==> src/rtl/mcpu_pkg.sv <==
//==============================================================================
// Module      : mcpu_pkg
// Description : Shared MCPU constants: ALU opcodes, core opcode field widths
//               and small decode helpers.
// Revision    : 1.0 - initial release
//==============================================================================
`default_nettype none

package mcpu_pkg;

    localparam int MCPU_INSTR_WIDTH = 8;
    localparam int MCPU_OP_WIDTH    = 3;
    localparam int ALU_OP_WIDTH     = 5;

    // Core-level instruction classes carried in instr[7:5]
    localparam logic [MCPU_OP_WIDTH-1:0] MCPU_OP_IMM  = 3'd0;
    localparam logic [MCPU_OP_WIDTH-1:0] MCPU_OP_MOV  = 3'd1;
    localparam logic [MCPU_OP_WIDTH-1:0] MCPU_OP_CMOV = 3'd2;
    localparam logic [MCPU_OP_WIDTH-1:0] MCPU_OP_LOAD = 3'd3;
    localparam logic [MCPU_OP_WIDTH-1:0] MCPU_OP_STOR = 3'd4;

    localparam logic [ALU_OP_WIDTH-1:0] ALU_OP_ADD   = 5'h00;
    localparam logic [ALU_OP_WIDTH-1:0] ALU_OP_SUB   = 5'h01;
    localparam logic [ALU_OP_WIDTH-1:0] ALU_OP_AND   = 5'h02;
    localparam logic [ALU_OP_WIDTH-1:0] ALU_OP_OR    = 5'h03;
    localparam logic [ALU_OP_WIDTH-1:0] ALU_OP_XOR   = 5'h04;
    localparam logic [ALU_OP_WIDTH-1:0] ALU_OP_NOT   = 5'h05;
    localparam logic [ALU_OP_WIDTH-1:0] ALU_OP_SHL   = 5'h06;
    localparam logic [ALU_OP_WIDTH-1:0] ALU_OP_SHR   = 5'h07;
    localparam logic [ALU_OP_WIDTH-1:0] ALU_OP_SAR   = 5'h08;
    localparam logic [ALU_OP_WIDTH-1:0] ALU_OP_INC   = 5'h09;
    localparam logic [ALU_OP_WIDTH-1:0] ALU_OP_DEC   = 5'h0A;
    localparam logic [ALU_OP_WIDTH-1:0] ALU_OP_NEG   = 5'h0B;
    localparam logic [ALU_OP_WIDTH-1:0] ALU_OP_X     = 5'h0C;
    localparam logic [ALU_OP_WIDTH-1:0] ALU_OP_Y     = 5'h0D;
    localparam logic [ALU_OP_WIDTH-1:0] ALU_OP_A     = 5'h0E;
    localparam logic [ALU_OP_WIDTH-1:0] ALU_OP_B     = 5'h0F;
    localparam logic [ALU_OP_WIDTH-1:0] ALU_OP_MUL   = 5'h10;
    localparam logic [ALU_OP_WIDTH-1:0] ALU_OP_EQ    = 5'h11;
    localparam logic [ALU_OP_WIDTH-1:0] ALU_OP_NE    = 5'h12;
    localparam logic [ALU_OP_WIDTH-1:0] ALU_OP_LTU   = 5'h13;
    localparam logic [ALU_OP_WIDTH-1:0] ALU_OP_LT    = 5'h14;
    localparam logic [ALU_OP_WIDTH-1:0] ALU_OP_GEU   = 5'h15;
    localparam logic [ALU_OP_WIDTH-1:0] ALU_OP_GE    = 5'h16;
    localparam logic [ALU_OP_WIDTH-1:0] ALU_OP_ZERO  = 5'h17;
    localparam logic [ALU_OP_WIDTH-1:0] ALU_OP_SENSE = 5'h18;
    localparam logic [ALU_OP_WIDTH-1:0] ALU_OP_BIT   = 5'h19;

    // Compare ops report their condition as both flag and 0/1 result
    function automatic logic alu_op_is_compare(input logic [ALU_OP_WIDTH-1:0] op);
        return (op >= ALU_OP_EQ) && (op <= ALU_OP_BIT);
    endfunction

endpackage

`default_nettype wire

==> src/rtl/mcpu_sync2.sv <==
//==============================================================================
// Module      : mcpu_sync2
// Description : Generic two-flop synchronizer, asynchronous active-high reset.
// Revision    : 1.0 - initial release
//==============================================================================
`default_nettype none

module mcpu_sync2 (
    input  logic clk,
    input  logic reset,
    input  logic i_d,
    output logic o_q
);

    logic r_meta;
    logic r_sync;

    always_ff @(posedge clk or posedge reset) begin
        if (reset) begin
            r_meta <= 1'b0;
            r_sync <= 1'b0;
        end else begin
            r_meta <= i_d;
            r_sync <= r_meta;
        end
    end

    assign o_q = r_sync;

endmodule

`default_nettype wire

==> src/rtl/mcpu_alu_unit.sv <==
//==============================================================================
// Module      : mcpu_alu_unit
// Description : Combinational MCPU ALU with a synchronized external sense line.
//               Optional multiplier for op 0x10 enabled by MCPU_ALU_MUL_EN.
// Revision    : 1.0 - initial release
//==============================================================================
`default_nettype none

module mcpu_alu_unit
    import mcpu_pkg::*;
#(
    parameter int DATA_WIDTH = 32
) (
    input  logic                  clk,
    input  logic                  reset,
    input  logic [DATA_WIDTH-1:0] a,
    input  logic [DATA_WIDTH-1:0] b,
    input  logic [DATA_WIDTH-1:0] x,
    input  logic [DATA_WIDTH-1:0] y,
    input  logic [DATA_WIDTH-1:0] op,
    input  logic                  sense,
    output logic [DATA_WIDTH-1:0] d_out,
    output logic                  f_out
);

    localparam int SHW = $clog2(DATA_WIDTH);
    localparam logic [DATA_WIDTH-1:0] C_WIDTH_VAL = DATA_WIDTH'(DATA_WIDTH);

    logic                    w_sense_s;
    logic [ALU_OP_WIDTH-1:0] w_op;
    logic                    w_unused_op;
    logic                    w_shift_oob;
    logic [SHW-1:0]          w_shamt;
    logic [DATA_WIDTH:0]     w_sum;
    logic [DATA_WIDTH-1:0]   w_res;
    logic                    w_cond;
    logic                    w_use_cond;

    mcpu_sync2 u_sense_sync (
        .clk   (clk),
        .reset (reset),
        .i_d   (sense),
        .o_q   (w_sense_s)
    );

    assign w_op        = op[ALU_OP_WIDTH-1:0];
    assign w_unused_op = ^op[DATA_WIDTH-1:ALU_OP_WIDTH];

    // The whole of b is the shift amount; only in-range values reach the shifter
    assign w_shift_oob = (b >= C_WIDTH_VAL);
    assign w_shamt     = b[SHW-1:0];
    assign w_sum       = {1'b0, a} + {1'b0, b};

    always_comb begin
        w_res      = '0;
        w_cond     = 1'b0;
        w_use_cond = 1'b0;
        case (w_op)
            ALU_OP_ADD: begin
                w_res      = w_sum[DATA_WIDTH-1:0];
                w_cond     = w_sum[DATA_WIDTH];
                w_use_cond = 1'b1;
            end
            ALU_OP_SUB: begin
                w_res      = a - b;
                w_cond     = (a < b);
                w_use_cond = 1'b1;
            end
            ALU_OP_AND: w_res = a & b;
            ALU_OP_OR:  w_res = a | b;
            ALU_OP_XOR: w_res = a ^ b;
            ALU_OP_NOT: w_res = ~a;
            ALU_OP_SHL: w_res = w_shift_oob ? '0 : (a << w_shamt);
            ALU_OP_SHR: w_res = w_shift_oob ? '0 : (a >> w_shamt);
            ALU_OP_SAR: begin
                if (w_shift_oob) begin
                    w_res = {DATA_WIDTH{a[DATA_WIDTH-1]}};
                end else begin
                    w_res = $signed(a) >>> w_shamt;
                end
            end
            ALU_OP_INC: w_res = a + 1'b1;
            ALU_OP_DEC: w_res = a - 1'b1;
            ALU_OP_NEG: w_res = '0 - a;
            ALU_OP_X:   w_res = x;
            ALU_OP_Y:   w_res = y;
            ALU_OP_A:   w_res = a;
            ALU_OP_B:   w_res = b;
`ifdef MCPU_ALU_MUL_EN
            ALU_OP_MUL: w_res = a * b;
`endif
            ALU_OP_EQ:    begin w_cond = (a == b);                  w_use_cond = 1'b1; end
            ALU_OP_NE:    begin w_cond = (a != b);                  w_use_cond = 1'b1; end
            ALU_OP_LTU:   begin w_cond = (a < b);                   w_use_cond = 1'b1; end
            ALU_OP_LT:    begin w_cond = ($signed(a) < $signed(b)); w_use_cond = 1'b1; end
            ALU_OP_GEU:   begin w_cond = (a >= b);                  w_use_cond = 1'b1; end
            ALU_OP_GE:    begin w_cond = ($signed(a) >= $signed(b)); w_use_cond = 1'b1; end
            ALU_OP_ZERO:  begin w_cond = (a == '0);                 w_use_cond = 1'b1; end
            ALU_OP_SENSE: begin w_cond = w_sense_s;                 w_use_cond = 1'b1; end
            ALU_OP_BIT: begin
                w_cond     = w_shift_oob ? 1'b0 : a[w_shamt];
                w_use_cond = 1'b1;
            end
            // Undefined codes: result and flag both forced low
            default: begin
                w_res      = '0;
                w_cond     = 1'b0;
                w_use_cond = 1'b1;
            end
        endcase
    end

    assign d_out = alu_op_is_compare(w_op) ? DATA_WIDTH'(w_cond) : w_res;
    assign f_out = w_use_cond ? w_cond : (w_res != '0);

endmodule

`default_nettype wire

==> config.mk <==
export PLATFORM = sky130hd
export DESIGN_NAME = mcpu_alu_unit
export DESIGN_NICKNAME = d
export VERILOG_FILES = /design/src/rtl/mcpu_pkg.sv /design/src/rtl/mcpu_sync2.sv /design/src/rtl/mcpu_alu_unit.sv
export SDC_FILE = /design/constraint.sdc
export NUM_CORES = 1
export LEC_CHECK = 0
export CELL_PAD_IN_SITES_DETAIL_PLACEMENT = 0
export CELL_PAD_IN_SITES_GLOBAL_PLACEMENT = 1
export CORE_MARGIN = 2
export CORE_UTILIZATION = 35
export CTS_BUF_LIST = sky130_fd_sc_hd__clkbuf_2
export DETAILED_ROUTE_END_ITERATION = 7
export PLACE_DENSITY_LB_ADDON = 0.1
export SYNTH_ARGS = -nofsm -noshare
export SYNTH_HDL_FRONTEND = slang
export SYNTH_SLANG_ARGS = --single-unit
==> constraint.sdc <==
create_clock -name clk -period 8.1 [get_ports clk]
set_input_delay 1.62 -clock clk [delete_from_list [all_inputs] [get_ports clk]]
set_output_delay 1.62 -clock clk [all_outputs]
set_load 0.005 [all_outputs]
==> results.json <==
{
  "drive_gt1_share_pct": 29.8,
  "core_um2": 40800,
  "layoutNonFillerInstCount": 3290,
  "timing.critical_path.mode_cell": "buf_4",
  "synth_top_cell_by_area": "ha_1",
  "drv_slew": 0,
  "period_share_pct": 99.6,
  "antenna_found_initial": 9,
  "wl_per_cell_um": 31.6,
  "worst-path-max-fanout": 4,
  "die_area_um2": 42900,
  "setup_viol_count_final": 0,
  "hold_viol": 0,
  "power_mw": 1.46,
  "rr_worst_depth": 0,
  "fmax_ghz": 0.124,
  "root_buffer": "clkbuf_2",
  "final_util_pct": 52.8,
  "die_w_um": 207,
  "ios": 196,
  "hold_start": "u_sense_sync.r_meta$_DFF_PP0_",
  "cts_tree": "built",
  "die_h_um": 207,
  "cts_htree_levels": 1,
  "grt_setup_unrepaired": "true",
  "worstHoldPathType": "reg2reg",
  "placed_area_um2": 21100,
  "final_common_cell": "buf_4",
  "firstDrtPassIters": 8,
  "final_cell_area_um2": 21500,
  "clk_pin_slew_ns": 0.03,
  "clockBufferDepth": 2,
  "grt_pass1_vias": 21155,
  "synth_top_area_share_pct": 11.1,
  "global_route.overflow_total": 0,
  "gp_congestion": 1.11,
  "area_growth_pct": 49.1,
  "yosysWarnings": 0,
  "via_per_inst": 6.78,
  "drcViolationCount": 0,
  "synthCells": 2116,
  "maxCapViolCount": 0,
  "synthDistinctLibCells": 96,
  "finClkSkew_ns": 0.00453,
  "drt_iter0_markers": 3406,
  "dpl_worst_slack_ns": -0.738,
  "synth-seq-area-share_pct": 0.346,
  "rrSetupSlack_ns": 7.62,
  "min_delay_path_depth": 0,
  "synth-seq-cells": 2,
  "vias": 22309,
  "crit_arrival_ns": 6.45,
  "slew_headroom_pct": 33.6,
  "ys_async_sr_fraction_pct": 100,
  "max_stage_delay_ns": 0.53,
  "whs_ns": 0.363,
  "power.density_nw_per_um2": 68.0,
  "status": "complete, no violations",
  "avgSynthCellArea_um2": 6.83,
  "dp.cells": 3272,
  "layout_common_cells": "627 x buf_4, 214 x nand2_1, 168 x nor2_1",
  "peakVddDrop_uv": 49.1,
  "wl_um": 104000,
  "startpoint": "b[10]",
  "initial_utilization_pct": 35.4,
  "grt_max_degree": 78,
  "setup_slack_ns": 0.0326,
  "leakagePower_nw": 9.57,
  "rr_endpoint": "u_sense_sync.o_q$_DFF_PP0_",
  "fin_nets": 3050,
  "cts_sinks": 2,
  "period_needed_ns": 8.07,
  "end_kind": "primary output",
  "numCtsBuffers": 3,
  "start_kind": "input pin",
  "synth_nets": 2410,
  "critPathRequiredTime_ns": 6.48,
  "syn-cell-area_um2": 14500,
  "ys_top_cells_by_area": "ha_1 11%, mux4_2 6.1%, a21oi_1 5.6%, nand2_1 5.6%, mux2i_1 4.8%",
  "worst_pin_slew_ns": 0.994,
  "critPathKind": "in2out",
  "port_buffers": 168,
  "grtUsageTotal_pct": 46.1,
  "reg2reg_from": "u_sense_sync.r_meta$_DFF_PP0_",
  "drtAntennaViolNets": 0,
  "synth_edf_count": 0,
  "synthFlopType": "dfrtp_1",
  "grt_pass1_wl_um": 148000,
  "insertion_delay_ns": 0.19,
  "tns_ns": 0,
  "hold_end": "u_sense_sync.o_q$_DFF_PP0_",
  "slowest_stage": "or4b_4",
  "cts-hold-fix-buffers": 0,
  "worstPathCellList": "clkdlybuf4s50_1, nor3_1, buf_4, and3_1, nand3_1, nor2_1, mux2_2, a221oi_1, buf_4, nand4_1, a211o_1, or4b_4, nor4_4, nand4b_1, o41a_1, buf_2",
  "fp-row-count": 74,
  "dp.final_hpwl_um": 85800
}
-- power breakdown --
part,internal (mW),switching [mW]
Combinational,0.634,0.805
Clock,0.00989,0.00580
Sequential,0.0106,0.000165
Total,0.654,0.811
-- sequential cells by signal (all words and copies together) (netlist names) --
| name | cells |
|---|---|
| u_sense_sync.o_q | 1 |
| u_sense_sync.r_meta | 1 |
-- cell families after synthesis --
group	Yosys count	share of synthesized area, %
XOR/XNOR	57	3.45
flip-flops	2	0.346
AO/OA/AOI/OAI	710	34.2
buffers and inverters	291	8.34
AND/OR/NAND/NOR	775	26.5
adder cells (fa/ha/maj)	131	11.5
multiplexers	150	15.6
-- worst max path at each step --
stage / end / depth (start not counted) / slack, ns
2_1_floorplan: f_out / 19 / 0.06
3_3_place_gp: f_out / 20 / -0.79
3_5_place_dp: f_out / 21 / -0.74
4_1_cts: f_out / 18 / 0.008
5_1_grt: f_out / 18 / -0.18
6_report: f_out / 16 / 0.03
-- cell type report --
type,count,area [um^2]
flip-flops and latches,2,50.0
fillers,4105,19300
multi-input cells,1823,13600
diodes,4,10.0
repair buffers,818,6830
well taps,532,666
clock buffers,3,15.0
inverters,108,410
-- layer usage --
metal  up-vias  track usage [%]  routed length [um]
li1       9447                -                   -
met1     10726             61.9               41400
met2      1741             67.7               42300
met3       389             11.4               13100
met4         6             24.3                7090
met5         -                0                  35
-- repair_timing --
item                       CTS  global route
resized for setup           46            41
hold endpoints to repair     0             0
pin swaps                   18            14
buffers inserted             9             2
setup endpoints to repair    4             4
-- Yosys cell counts (40+ instances only) --
library cell	n
nand2_1	214
nor2_1	176
a21oi_1	162
ha_1	128
clkbuf_1	126
o21ai_0	114
inv_1	106
nand3_1	77
mux2i_1	69
nor3_1	62
xnor2_1	48
nand4_1	47
a221oi_1	40
-- critical path: cells and delay by family --
kind                   cells  cell delay, ns
AOI/OAI and AO/OA          3            1.03
muxes                      1            0.38
buffers and inverters      4            1.03
and+or+nand+nor            8            2.37
(Power assumes the default switching activity.)
